[src/rtl/div_pkg.sv]
// Shared types and constants for the HI/LO restoring divider.
package div_pkg;

  typedef enum logic [1:0] {
    IDLE,
    CALC,
    FIX,
    DONE
  } div_state_t;

  localparam int DIV_WIDTH   = 32;
  localparam int DIV_LATENCY = DIV_WIDTH + 2;

endpackage

[src/rtl/div_restore_step.sv]
// One radix-2 restoring division step: shift {R,Q} left, subtract V when it fits.
module div_restore_step #(
  parameter int WIDTH = 32
) (
  input  logic [WIDTH-1:0] i_rem,
  input  logic [WIDTH-1:0] i_quo,
  input  logic [WIDTH-1:0] i_div,
  output logic [WIDTH-1:0] o_rem,
  output logic [WIDTH-1:0] o_quo
);

  logic [WIDTH:0] w_shift;
  logic [WIDTH:0] w_diff;

  // NOTE: every always_comb output gets a default first so no path leaves it unassigned (no latch).
  always_comb begin
    w_shift = {i_rem, i_quo[WIDTH-1]};
    w_diff  = w_shift - {1'b0, i_div};
    o_rem   = w_shift[WIDTH-1:0];
    o_quo   = {i_quo[WIDTH-2:0], 1'b0};
    // The shifted remainder is below 2*V, so the extra MSB of the difference is a clean borrow.
    if (!w_diff[WIDTH]) begin
      o_rem    = w_diff[WIDTH-1:0];
      o_quo[0] = 1'b1;
    end
  end

endmodule

[src/rtl/hilo_divide_unit.sv]
// Iterative DIV/DIVU unit feeding HI (remainder) and LO (quotient).
// Optional DIV_EARLY_EXIT_EN: finish in one cycle when |Dividend| < |Divisor|.
module hilo_divide_unit
  import div_pkg::*;
#(
  parameter int WIDTH = DIV_WIDTH,
  parameter int CNT_W = 6
) (
  input  logic             Clk,
  input  logic             Reset,
  input  logic             Start,
  input  logic             SignedOp,
  input  logic [WIDTH-1:0] Dividend,
  input  logic [WIDTH-1:0] Divisor,
  output logic             Busy,
  output logic             Done,
  output logic [WIDTH-1:0] Quotient,
  output logic [WIDTH-1:0] Remainder,
  output logic             DivByZero
);

  div_state_t       r_state;
  logic [CNT_W-1:0] r_cnt;
  logic [WIDTH-1:0] r_rem;
  logic [WIDTH-1:0] r_quo;
  logic [WIDTH-1:0] r_div;
  logic             r_q_neg;
  logic             r_r_neg;
  logic             r_busy;
  logic             r_done;
  logic [WIDTH-1:0] r_quotient;
  logic [WIDTH-1:0] r_remainder;
  logic             r_dbz;

  logic             w_sd;
  logic             w_sv;
  logic [WIDTH-1:0] w_abs_dd;
  logic [WIDTH-1:0] w_abs_dv;
  logic [WIDTH-1:0] w_step_rem;
  logic [WIDTH-1:0] w_step_quo;

  // Magnitudes are taken only for DIV; 0x8000_0000 stays as its unsigned magnitude.
  assign w_sd     = SignedOp & Dividend[WIDTH-1];
  assign w_sv     = SignedOp & Divisor[WIDTH-1];
  assign w_abs_dd = w_sd ? -Dividend : Dividend;
  assign w_abs_dv = w_sv ? -Divisor  : Divisor;

  div_restore_step #(.WIDTH(WIDTH)) u_step (
    .i_rem (r_rem),
    .i_quo (r_quo),
    .i_div (r_div),
    .o_rem (w_step_rem),
    .o_quo (w_step_quo)
  );

  // NOTE: all state uses non-blocking assignments so every register samples pre-edge values.
  always_ff @(posedge Clk) begin
    if (Reset) begin
      r_state     <= IDLE;
      r_cnt       <= '0;
      r_rem       <= '0;
      r_quo       <= '0;
      r_div       <= '0;
      r_q_neg     <= 1'b0;
      r_r_neg     <= 1'b0;
      r_busy      <= 1'b0;
      r_done      <= 1'b0;
      r_quotient  <= '0;
      r_remainder <= '0;
      r_dbz       <= 1'b0;
    end else begin
      r_done <= 1'b0;
      case (r_state)
        IDLE: begin
          if (Start) begin
            r_dbz <= 1'b0;
            if (Divisor == '0) begin
              r_quotient  <= '1;
              r_remainder <= Dividend;
              r_dbz       <= 1'b1;
              r_done      <= 1'b1;
              r_state     <= DONE;
            end
`ifdef DIV_EARLY_EXIT_EN
            else if (w_abs_dd < w_abs_dv) begin
              r_quotient  <= '0;
              r_remainder <= Dividend;
              r_done      <= 1'b1;
              r_state     <= DONE;
            end
`endif
            else begin
              r_rem   <= '0;
              r_quo   <= w_abs_dd;
              r_div   <= w_abs_dv;
              r_q_neg <= w_sd ^ w_sv;
              r_r_neg <= w_sd;
              r_cnt   <= '0;
              r_busy  <= 1'b1;
              r_state <= CALC;
            end
          end
        end
        CALC: begin
          r_rem <= w_step_rem;
          r_quo <= w_step_quo;
          r_cnt <= r_cnt + CNT_W'(1);
          // Leave on the last step so FIX lands in cycle WIDTH+1 and Done in WIDTH+2.
          if (r_cnt == CNT_W'(WIDTH - 1)) r_state <= FIX;
        end
        FIX: begin
          r_quotient  <= r_q_neg ? -r_quo : r_quo;
          r_remainder <= r_r_neg ? -r_rem : r_rem;
          r_done      <= 1'b1;
          r_busy      <= 1'b0;
          r_state     <= DONE;
        end
        DONE: r_state <= IDLE;
        default: r_state <= IDLE;
      endcase
    end
  end

  assign Busy      = r_busy;
  assign Done      = r_done;
  assign Quotient  = r_quotient;
  assign Remainder = r_remainder;
  assign DivByZero = r_dbz;

endmodule
[config.mk]
export PLATFORM = sky130hd
export DESIGN_NAME = hilo_divide_unit
export DESIGN_NICKNAME = d
export VERILOG_FILES = /design/src/rtl/div_pkg.sv /design/src/rtl/div_restore_step.sv /design/src/rtl/hilo_divide_unit.sv
export SDC_FILE = /design/constraint.sdc
export NUM_CORES = 1
export LEC_CHECK = 0
export CAP_MARGIN = 30
export CORE_UTILIZATION = 29
export DETAILED_ROUTE_END_ITERATION = 10
export GPL_TIMING_DRIVEN = 0
export SYNTH_ARGS = -nofsm -noshare
export SYNTH_HDL_FRONTEND = slang
export SYNTH_SLANG_ARGS = --single-unit
[constraint.sdc]
create_clock -name Clk -period 4.7 [get_ports Clk]
set_clock_uncertainty 0.1 [all_clocks]
set_input_delay 0.94 -clock Clk [delete_from_list [all_inputs] [get_ports Clk]]
set_output_delay 0.94 -clock Clk [all_outputs]
set_load 0.02 [all_outputs]
# Yosys cells after proc, flatten, opt, wreduce, memory -nomap -nowiden
# Index checks and enable logic that the tools add are counted.
# op_classes
add_sub_neg,6
eq_ne,8
mux,31
bitwise_logic,4
reduce_logical,10
# ops
operator,n
2-to-1 mux 32 bit,13
case mux 32 bit (2 select lines),4
negator 32 bit,4
subtractor 33 x 32 -> 33 bit,1
zero test 32 bit,1
2-to-1 mux 6 bit,2
case mux 6 bit (2 select lines),1
AND reduction 3 bit,4
"!= test 2 bit, second input constant",4
case mux 2 bit (4 select lines),1
"adder 6 x 1 -> 6 bit, second input constant",1
"equality test 6 x 5 -> 1 bit, second input constant",1
2-to-1 mux 2 bit,3
2-to-1 mux 1 bit,5
"equality test 2 bit, second input constant",2
case mux 1 bit (2 select lines),2
AND reduction 2 bit,2
nonzero test 2 bit,2
AND 1 bit,2
"equality test 2 x 1 -> 1 bit, second input constant",1
zero test 2 bit,1
NOT 1 bit,1
bitwise XOR 1 bit,1
# word_totals
register_bits,173
in_bits,68
output_inout_bits,67
elab_cells,71

# Depth between registers and ports, before layout
# Gate-level depths: netlist of the first run.
# logic_depth
depth_word,5
depth_mapped,13
mapped_depth_nobuf,11

# Cells and area by module
# A second synthesis of the first run with hierarchy kept.
# hier_totals
hier_cells,1558
hier_area_um2,12079.1
# modules_own_cells
module,n_inst,cells_each,area_per_inst_um2,seq_area_each_um2
hilo_divide_unit,1,1216,9590.4,3463.3
div_restore_step,1,342,2488.6,0.0

# Worst setup path before layout of the first run
# Ideal clock, no wire load.
# synth_timing
path_kind,input -> register
startpoint,input Divisor[26]
endpoint,register r_rem[19]
setup_time_ps,128
arrival_ps,3082
t_required_ps,4472
setup_slack_ps,1390
path_stages,9
path_buffers,2
cell_sequence,or4_1 or3_4 o41ai_2 a21oi_2 and2_1 buf_6 buf_6 a32oi_1 o31ai_1
# synth_via
elab_chain_cells,3
# synth_lines
item,line,source
from (decl),hilo_divide_unit.sv:14,"input logic [WIDTH-1:0] Divisor,"
zero test 32 bit,hilo_divide_unit.sv:77,if (Divisor == '0) begin
!= test 2 bit (no line),n/a,
AND reduction 3 bit (no line),n/a,
to (signal assigned),hilo_divide_unit.sv:105,r_rem <= w_step_rem;
to (decl),hilo_divide_unit.sv:24,logic [WIDTH-1:0] r_rem;
# Every way passes these cells.
# A chain may end at the register's enable or synchronous reset.

# Final worst setup path of the first run
# layout_timing
startpoint,register r_rem[0]
endpoint,register r_rem[27]
# layout_via
elab_chain_cells,3
# layout_lines
item,line,source
subtractor 33 x 32 -> 33 bit,div_restore_step.sv:18,"w_diff = w_shift - {1'b0, i_div};"
2-to-1 mux 32 bit,div_restore_step.sv:22,if (!w_diff[WIDTH]) begin
case mux 32 bit (2 select lines),hilo_divide_unit.sv:73,case (r_state)
# Every way passes these cells.

==> results of run 1 <==
==> power by group <==
part           internal, mW  switching, mW
Sequential             1.74          0.228
Clock                 0.707          0.706
Combinational          1.09           1.91
==> synthesized netlist by cell type (5+ instances only) <==
library cell | number | share of area [%]
or4_1 | 12 | 0.78
nand4_1 | 10 | 0.54
buf_2 | 16 | 0.69
nand2_1 | 194 | 6.3
and3_1 | 5 | 0.27
a32oi_1 | 13 | 0.98
nand2b_1 | 9 | 0.49
nor3_1 | 25 | 1.1
mux2i_1 | 26 | 2.2
a21o_1 | 11 | 0.71
and2_1 | 11 | 0.59
o21a_1 | 5 | 0.32
clkbuf_8 | 6 | 0.71
or3_1 | 10 | 0.54
xor2_1 | 93 | 7.0
nor4_1 | 11 | 0.59
a21oi_1 | 113 | 4.9
dfxtp_1 | 173 | 30
xnor2_1 | 54 | 4.1
o21bai_1 | 5 | 0.32
o21ai_0 | 96 | 4.1
clkbuf_1 | 76 | 2.5
a311oi_1 | 33 | 2.5
o211ai_1 | 29 | 1.9
nor2_1 | 166 | 5.4
ha_1 | 40 | 4.3
inv_1 | 58 | 1.9
o31ai_1 | 36 | 2.3
nor2b_1 | 5 | 0.27
nand3_1 | 23 | 0.99
o41ai_1 | 16 | 1.2
a211oi_1 | 50 | 3.2
or2_2 | 7 | 0.38
==> cell families (layout without fill, tap and decap cells) <==
kind of cell / count (synthesis) / after routing / synth area share, %
buffers and inverters: 161 / 326 / 6.10
adder cells (fa/ha/maj): 41 / 41 / 4.49
multiplexers: 26 / 26 / 2.25
XOR/XNOR: 147 / 147 / 11.1
flip-flops: 173 / 173 / 29.9
AND/OR/NAND/NOR: 509 / 509 / 20.2
AO/OA/AOI/OAI: 450 / 450 / 25.9
other: 0 / 1 / 0
==> placed cells by master, fill, tap and decap left out, types with 9 or more instances in the layout <==
cell	n
nand2_1	194
dfxtp_1	173
nor2_1	166
clkdlybuf4s50_1	131
a21oi_1	113
o21ai_0	96
xor2_1	93
clkbuf_1	77
inv_1	58
xnor2_1	54
a211oi_1	50
ha_1	40
o31ai_1	36
a311oi_1	33
o211ai_1	29
mux2i_1	26
nor3_1	25
nand3_1	23
clkbuf_16	17
buf_2	16
o41ai_1	16
a32oi_1	13
or4_1	12
nor4_1	11
and2_1	11
a21o_1	11
nand4_1	10
or3_1	10
nand2b_1	9
==> registers in the layout (all words and copies together) (netlist names), 2 cells and up <==
signal and count:
Quotient 32, Remainder 32, r_state 2, r_quo 32
r_rem 32, r_div 32, r_cnt 6
==> layer usage <==
layer | track usage [%] | routed length [µm] | vias to the layer above
met5 | 0 | 0 | -
met4 | 5.11 | 722 | 0
met3 | 2.85 | 2270 | 40
met2 | 32.1 | 18600 | 337
met1 | 26.8 | 18800 | 5452
li1 | - | - | 5706
==> final cells by class <==
class / count / area share (%)
multi-input combinational: 1173 / 52.5
clock buffer: 18 / 3.03
antenna: 1 / 0.0177
inverter: 58 / 1.54
clock inverter: 14 / 1.01
tap: 518 / 4.58
buffer: 103 / 3.46
sequential: 173 / 24.5
timing repair buffer: 133 / 9.40
==> per-stage QoR <==
| stage | utilization [%] | std cells | setup slack, ns |
|---|---|---|---|
| detailed placement | 34.8 | 2158 | 0.312 |
| finish | 36.3 | 2191 | 0.370 |
| global route | 36.2 | 2190 | 0.0237 |
| CTS | 36.2 | 2190 | 0.361 |
| global placement | 34.7 | 2156 | 0.375 |
| floorplan | - | 1507 | 1.39 |
==> worst min path at each step <==
stage / start / end / depth (start not counted)
after floorplan: r_div[31] / r_div[31] / 2
after global placement: Remainder[4] / Remainder[4] / 2
after detailed placement: Remainder[8] / Remainder[8] / 2
after CTS: Remainder[8] / Remainder[8] / 2
after global routing: Remainder[5] / Remainder[5] / 2
final: Remainder[5] / Remainder[5] / 2
==> worst max-delay path: cells and delay by family, from the launching register on <==
kind / cells / cell delay (ns)
flops: 1 / 0.47
buf+inv: 3 / 1.05
compound gates: 6 / 1.62
simple gates: 1 / 0.19
xor+xnor: 1 / 0.34
fa+ha+maj: 1 / 0.48
==> key figures, run 1 <==
Status
  – Run status: complete, no violations

Worst setup path
  – Worst path cell trace: inv_1 -> fa_1 -> nand2b_1 -> a21oi_1 -> o211ai_1 -> a2111oi_2 -> o211ai_1 -> xor2_1 -> clkbuf_1 -> clkbuf_1 -> a32oi_1 -> o21ai_0
  – CP max FO: 10
  – R2r setup slk: 0.37 ns
  – Origin of the worst setup path: r_rem[0]
  – Crit path kind: reg -> reg
  – Worst r2r dst: r_rem[27]
  – CP Launch Type: flop
  – Critical Path Max Stage Delay: 0.60 ns
  – Arr. time, crit path: 4.60 ns
  – Worst Path Required: 4.97 ns
  – Worst reg2reg path startpoint: r_rem[0]
  – R2R cell count: 12
  – Setup crit end kind: flop
  – Critical Path Sink: r_rem[27]
  – Slowest-stage cell, CP: a2111oi_2

Finish
  – # fillers: 4,107
  – Area of the multi-input gates: 7420 µm²
  – Layout net count: 1,768
  – Final Instance Area: 14,100 µm²
  – Share of layout cells above drive strength 1: 5.32%
  – Area growth from synthesis to layout: 22.0%
  – Register cell area after layout: 3460 µm²

Yosys
  – Seq/Total Area, Yosys: 29.9%
  – Total number of yosys warnings: 0
  – Syn Inst Count: 1,507
  – #FFs+latches synth: 173
  – Distinct cells, synth: 75
  – Post-synth EDFFs: 0
  – Ys flop type: dfxtp_1
  – Mapped cell area: 11,600 µm²
  – Async set-reset flop share out of synthesis: 0%
  – Net Count, Synth: 1,616
  – Syn avg cell area: 7.69 µm²

GRT
  – Total global-route track usage: 19.6%
  – Grt ovf: 0
  – Vias in the first global route: 10.9k
  – Initial antenna violation count: 0
  – First-pass GRT wire length: 62,600 µm
  – Pin count of the biggest net entering global routing: 19

Clock tree
  – TritonCTS clock tree: yes
  – Setup Buffers After CTS: 0
  – Bufs on Longest Clock Path: 2
  – Clk root buf: clkbuf_16
  – H-tree depth: 4
  – Num CTS Buffers: 17
  – Clock sink total: 173
  – Quantity of gates resized following cts: 0
  – Insertion delay to the later sink of the worst-skew pair: 0.46 ns
  – Post-cts hold buffer count: 0
  – Clock slew at reported path FFs: 0.07 ns

Timing
  – Period utilisation layout: 92.1%
  – Slew headroom: 50.1%
  – Final Critical Period: 4.33 ns
  – Setup TNS: 0 ns
  – FMAX: 231 MHz
  – Worst Tran Pin Value: 0.740 ns
  – Final setup viols: 0
  – Min Hold Slack: 0.359 ns
  – Final Hold Viols: 0
  – RSZ-0062 raised after global routing: no
  – Max-slew violations: 0

Hold path
  – HP Class: reg -> reg

Power and ir drop
  – VDD IR max: 0.000237 V
  – Leak: 5.21 nW
  – Power Density: 452 nW/µm²
  – Total power draw: 6.39 mW

Drt
  – DR iter-0 viols: 760
  – DR vias/cell: 5.26
  – Drt first pass iters: 6
  – Vias after detailed routing: 11.5k
  – Antenna viol nets, final: 0
  – # DRC: 0
  – Per-cell routed wire length: 18.5 µm
  – WL final: 40,500 µm

Die
  – # rows: 72
  – Initial Utilization: 29.7%
  – Ports: 135
  – Die ar.: 40,800 µm²
  – Core Region: 39,000 µm²
  – Die X: 202 µm
  – Die height: 202 µm

Place
  – HPWL after DPL: 32,600 µm
  – IO buf count: 131
  – Area post-placement: 13,600 µm²
  – RD Place Congestion: 0.952

Flow run
  – MaxCap Viol Count: 0
(Power assumes the default switching activity.)
==> run 2: changes to the inputs <==
--- a/config.mk
+++ b/config.mk
@@ -5,10 +5,11 @@
 export SDC_FILE = /design/constraint.sdc
 export NUM_CORES = 1
 export LEC_CHECK = 0
-export CAP_MARGIN = 30
+export CAP_MARGIN = 20
 export CORE_UTILIZATION = 29
 export DETAILED_ROUTE_END_ITERATION = 10
 export GPL_TIMING_DRIVEN = 0
+export RECOVER_POWER = 50
 export SYNTH_ARGS = -nofsm -noshare
 export SYNTH_HDL_FRONTEND = slang
 export SYNTH_SLANG_ARGS = --single-unit
==> run 2 against run 1 <==
Net effect:
- global-route usage about the same
- sequential share of layout area increased by 0.063 points
- non-clock buffer count decreased by 1
- die area unchanged
- first-iteration DRC count increased by 14%
- worst setup slack got worse by 0.029 ns
- critical path type is now in -> reg
==> key figures, run 2 (synthesis gave the netlist of run 1 again) <==
Clock tree
  – Post-cts hold buffer count: 0 (unchanged)
  – H-tree depth: 4 (unchanged)
  – TritonCTS clock tree: yes
  – Bufs on Longest Clock Path: 2 (unchanged)
  – Clock slew at reported path FFs: 0.08 ns (about the same)
  – Clock sink total: 173 (unchanged)
  – Quantity of gates resized following cts: 0 (unchanged)
  – Insertion delay to the later sink of the worst-skew pair: 0.46 ns (about the same)
  – Num CTS Buffers: 17 (unchanged)
  – Setup Buffers After CTS: 0 (unchanged)
  – Clk root buf: clkbuf_16

Place
  – HPWL after DPL: 32,500 µm (-0.42%)
  – IO buf count: 131 (unchanged)
  – Setup WS pre-CTS: 0.297 ns (-0.0146 ns)
  – RD Place Congestion: 0.952 (unchanged)

Finish
  – Most frequent cells in the layout: nand2_1 (194), dfxtp_1 (173), nor2_1 (166), a21oi_1 (114), o21ai_0 (96)
  – Area growth from synthesis to layout: 21.7%
  – Share of layout cells above drive strength 1: 4.73% (-0.60 points)
  – Commonest non-fill, non-tap cell in the layout: nand2_1
  – Layout net count: 1,767 (-0.057%)
  – Area of the multi-input gates: 7400 µm² (-0.22%)
  – Register cell area after layout: 3460 µm² (unchanged)
  – # fillers: 4,114 (+0.17%)

Worst setup path
  – Worst r2r dst: r_rem[25]
  – Worst reg2reg path startpoint: r_quo[31]
  – Origin of the worst setup path: Divisor[2]
  – Worst Path Required: 4.99 ns (+0.02 ns)
  – Setup crit end kind: flop
  – CP max FO: 10 (unchanged)
  – CP Launch Type: input pin
  – Critical Path Sink: r_quo[15]
  – Crit path kind: in -> reg
  – R2R cell count: 13 (+1)
  – R2r setup slk: 0.35 ns (-0.02 ns)
  – Arr. time, crit path: 4.65 ns (+0.05 ns)

GRT
  – Total global-route track usage: 19.6% (about the same)
  – Initial antenna violation count: 0 (unchanged)
  – Gr busiest metal: met2
  – Pin count of the biggest net entering global routing: 19 (unchanged)
  – Vias in the first global route: 10.8k (-0.81%)
  – Met1 Use GR: 26.9% (+0.16 points)
  – Met2 Use GR: 32.1% (about the same)
  – First-pass GRT wire length: 62,500 µm (-0.20%)
  – Met3 usage: 2.81% (-0.048 points)
  – Grt ovf: 0 (unchanged)

Timing
  – RSZ-0062 raised after global routing: no
  – Period utilisation layout: 92.7% (+0.61 points)
  – FMAX: 229 MHz (-0.66%)
  – Slew headroom: 37.1% (-13 points)
  – Final Critical Period: 4.36 ns (+0.0286 ns)
  – Setup ws final: 0.341 ns (-0.0286 ns)
  – Final Hold Viols: 0 (unchanged)
  – Max-slew violations: 0 (unchanged)
  – Setup TNS: 0 ns (unchanged)
  – Worst Tran Pin Value: 0.943 ns (+0.204 ns)
  – Final setup viols: 0 (unchanged)

Drt
  – DR vias/cell: 5.27 (+0.18%)
  – # DRC: 0 (unchanged)
  – DR iter-0 viols: 870 (+14%)
  – Per-cell routed wire length: 18.4 µm (-0.49%)
  – Vias after detailed routing: 11.6k (+0.14%)
  – Drt first pass iters: 7 (+1)
  – Antenna viol nets, final: 0 (unchanged)
  – WL final: 40,300 µm (-0.54%)

Power and ir drop
  – Leak: 5.40 nW (+3.7%)
  – Power Density: 448 nW/µm² (-0.85%)
  – VDD IR max: 0.000275 V (+16%)

Die
  – # rows: 72 (unchanged)
  – Ports: 135 (unchanged)
  – Die X: 202 µm (unchanged)
  – Initial Utilization: 29.7% (unchanged)
  – Die ar.: 40,800 µm² (unchanged)
  – Core Region: 39,000 µm² (unchanged)
  – Die height: 202 µm (unchanged)

Status
  – Run status: complete, no violations

Hold path
  – HP Class: reg -> reg

Flow run
  – MaxCap Viol Count: 0 (unchanged)
==> run 2: stage by stage <==
step / cells / hold WS (ns) / area (µm²) / util (%) / power [mW]
floorplan: 1507 / 0.332 / 11600 / - / 3.96
global placement: 2156 / 0.345 / 13500 / 34.7 / 4.96
detailed placement: 2157 / 0.349 / 13600 / 34.7 / 4.98
CTS: 2189 / 0.362 / 14100 / 36.2 / 6.40
global route: 2189 / 0.377 / 14100 / 36.2 / 6.77
finish: 2190 / 0.357 / 14100 / 36.2 / 6.32
==> run 2: per-layer routing <==
layer	part of all wire, %	vias up	wire length [µm]
met3	5.7	31	2310
met4	1.6	0	628
met2	46	367	18600
li1	-	5711	-
met5	0	-	0
met1	46	5442	18700
==> run 2: worst max-delay path, stage by stage <==
cell           delay [ns]
dlygate4sd3_1        0.61
nor4_1               0.60
nand4b_1             0.38
nor4_4               0.54
nor2_1               0.21
a21oi_1              0.77
buf_2                0.36
nand2_1              0.09
a21oi_1              0.14
==> run 2: final cells by class <==
type,instances,share of cell area (%)
multi-input combinational,1173,52.5
clock buffer,17,3.02
tap,518,4.59
clock inverter,15,1.06
antenna,1,0.0177
inverter,58,1.54
buffer,103,3.41
timing repair buffer,132,9.32
sequential,173,24.6
==> run 2: how the worst min path moves through the flow <==
stage / from / end / slack (ns) / cells past startpoint
finish: Remainder[17] / Remainder[17] / 0.36 / 2
global route: Remainder[5] / Remainder[5] / 0.38 / 2
CTS: Remainder[8] / Remainder[8] / 0.36 / 2
detailed placement: Remainder[5] / Remainder[5] / 0.35 / 2
global placement: Remainder[4] / Remainder[4] / 0.35 / 2
floorplan: r_div[31] / r_div[31] / 0.33 / 2
==> run 2: where the power goes <==
group | switching, mW | internal (mW)
Clock | 0.699 | 0.704
Sequential | 0.226 | 1.74
Combinational | 1.90 | 1.05
Total | 2.83 | 3.49
==> run 3: changes to the inputs <==
--- a/config.mk
+++ b/config.mk
@@ -9,6 +9,7 @@
 export CORE_UTILIZATION = 29
 export DETAILED_ROUTE_END_ITERATION = 10
 export GPL_TIMING_DRIVEN = 0
+export HOLD_SLACK_MARGIN = 0.1
 export RECOVER_POWER = 50
 export SYNTH_ARGS = -nofsm -noshare
 export SYNTH_HDL_FRONTEND = slang
==> results of run 3 <==
The final DEF is identical to that of run 2; final timing and power are the same.
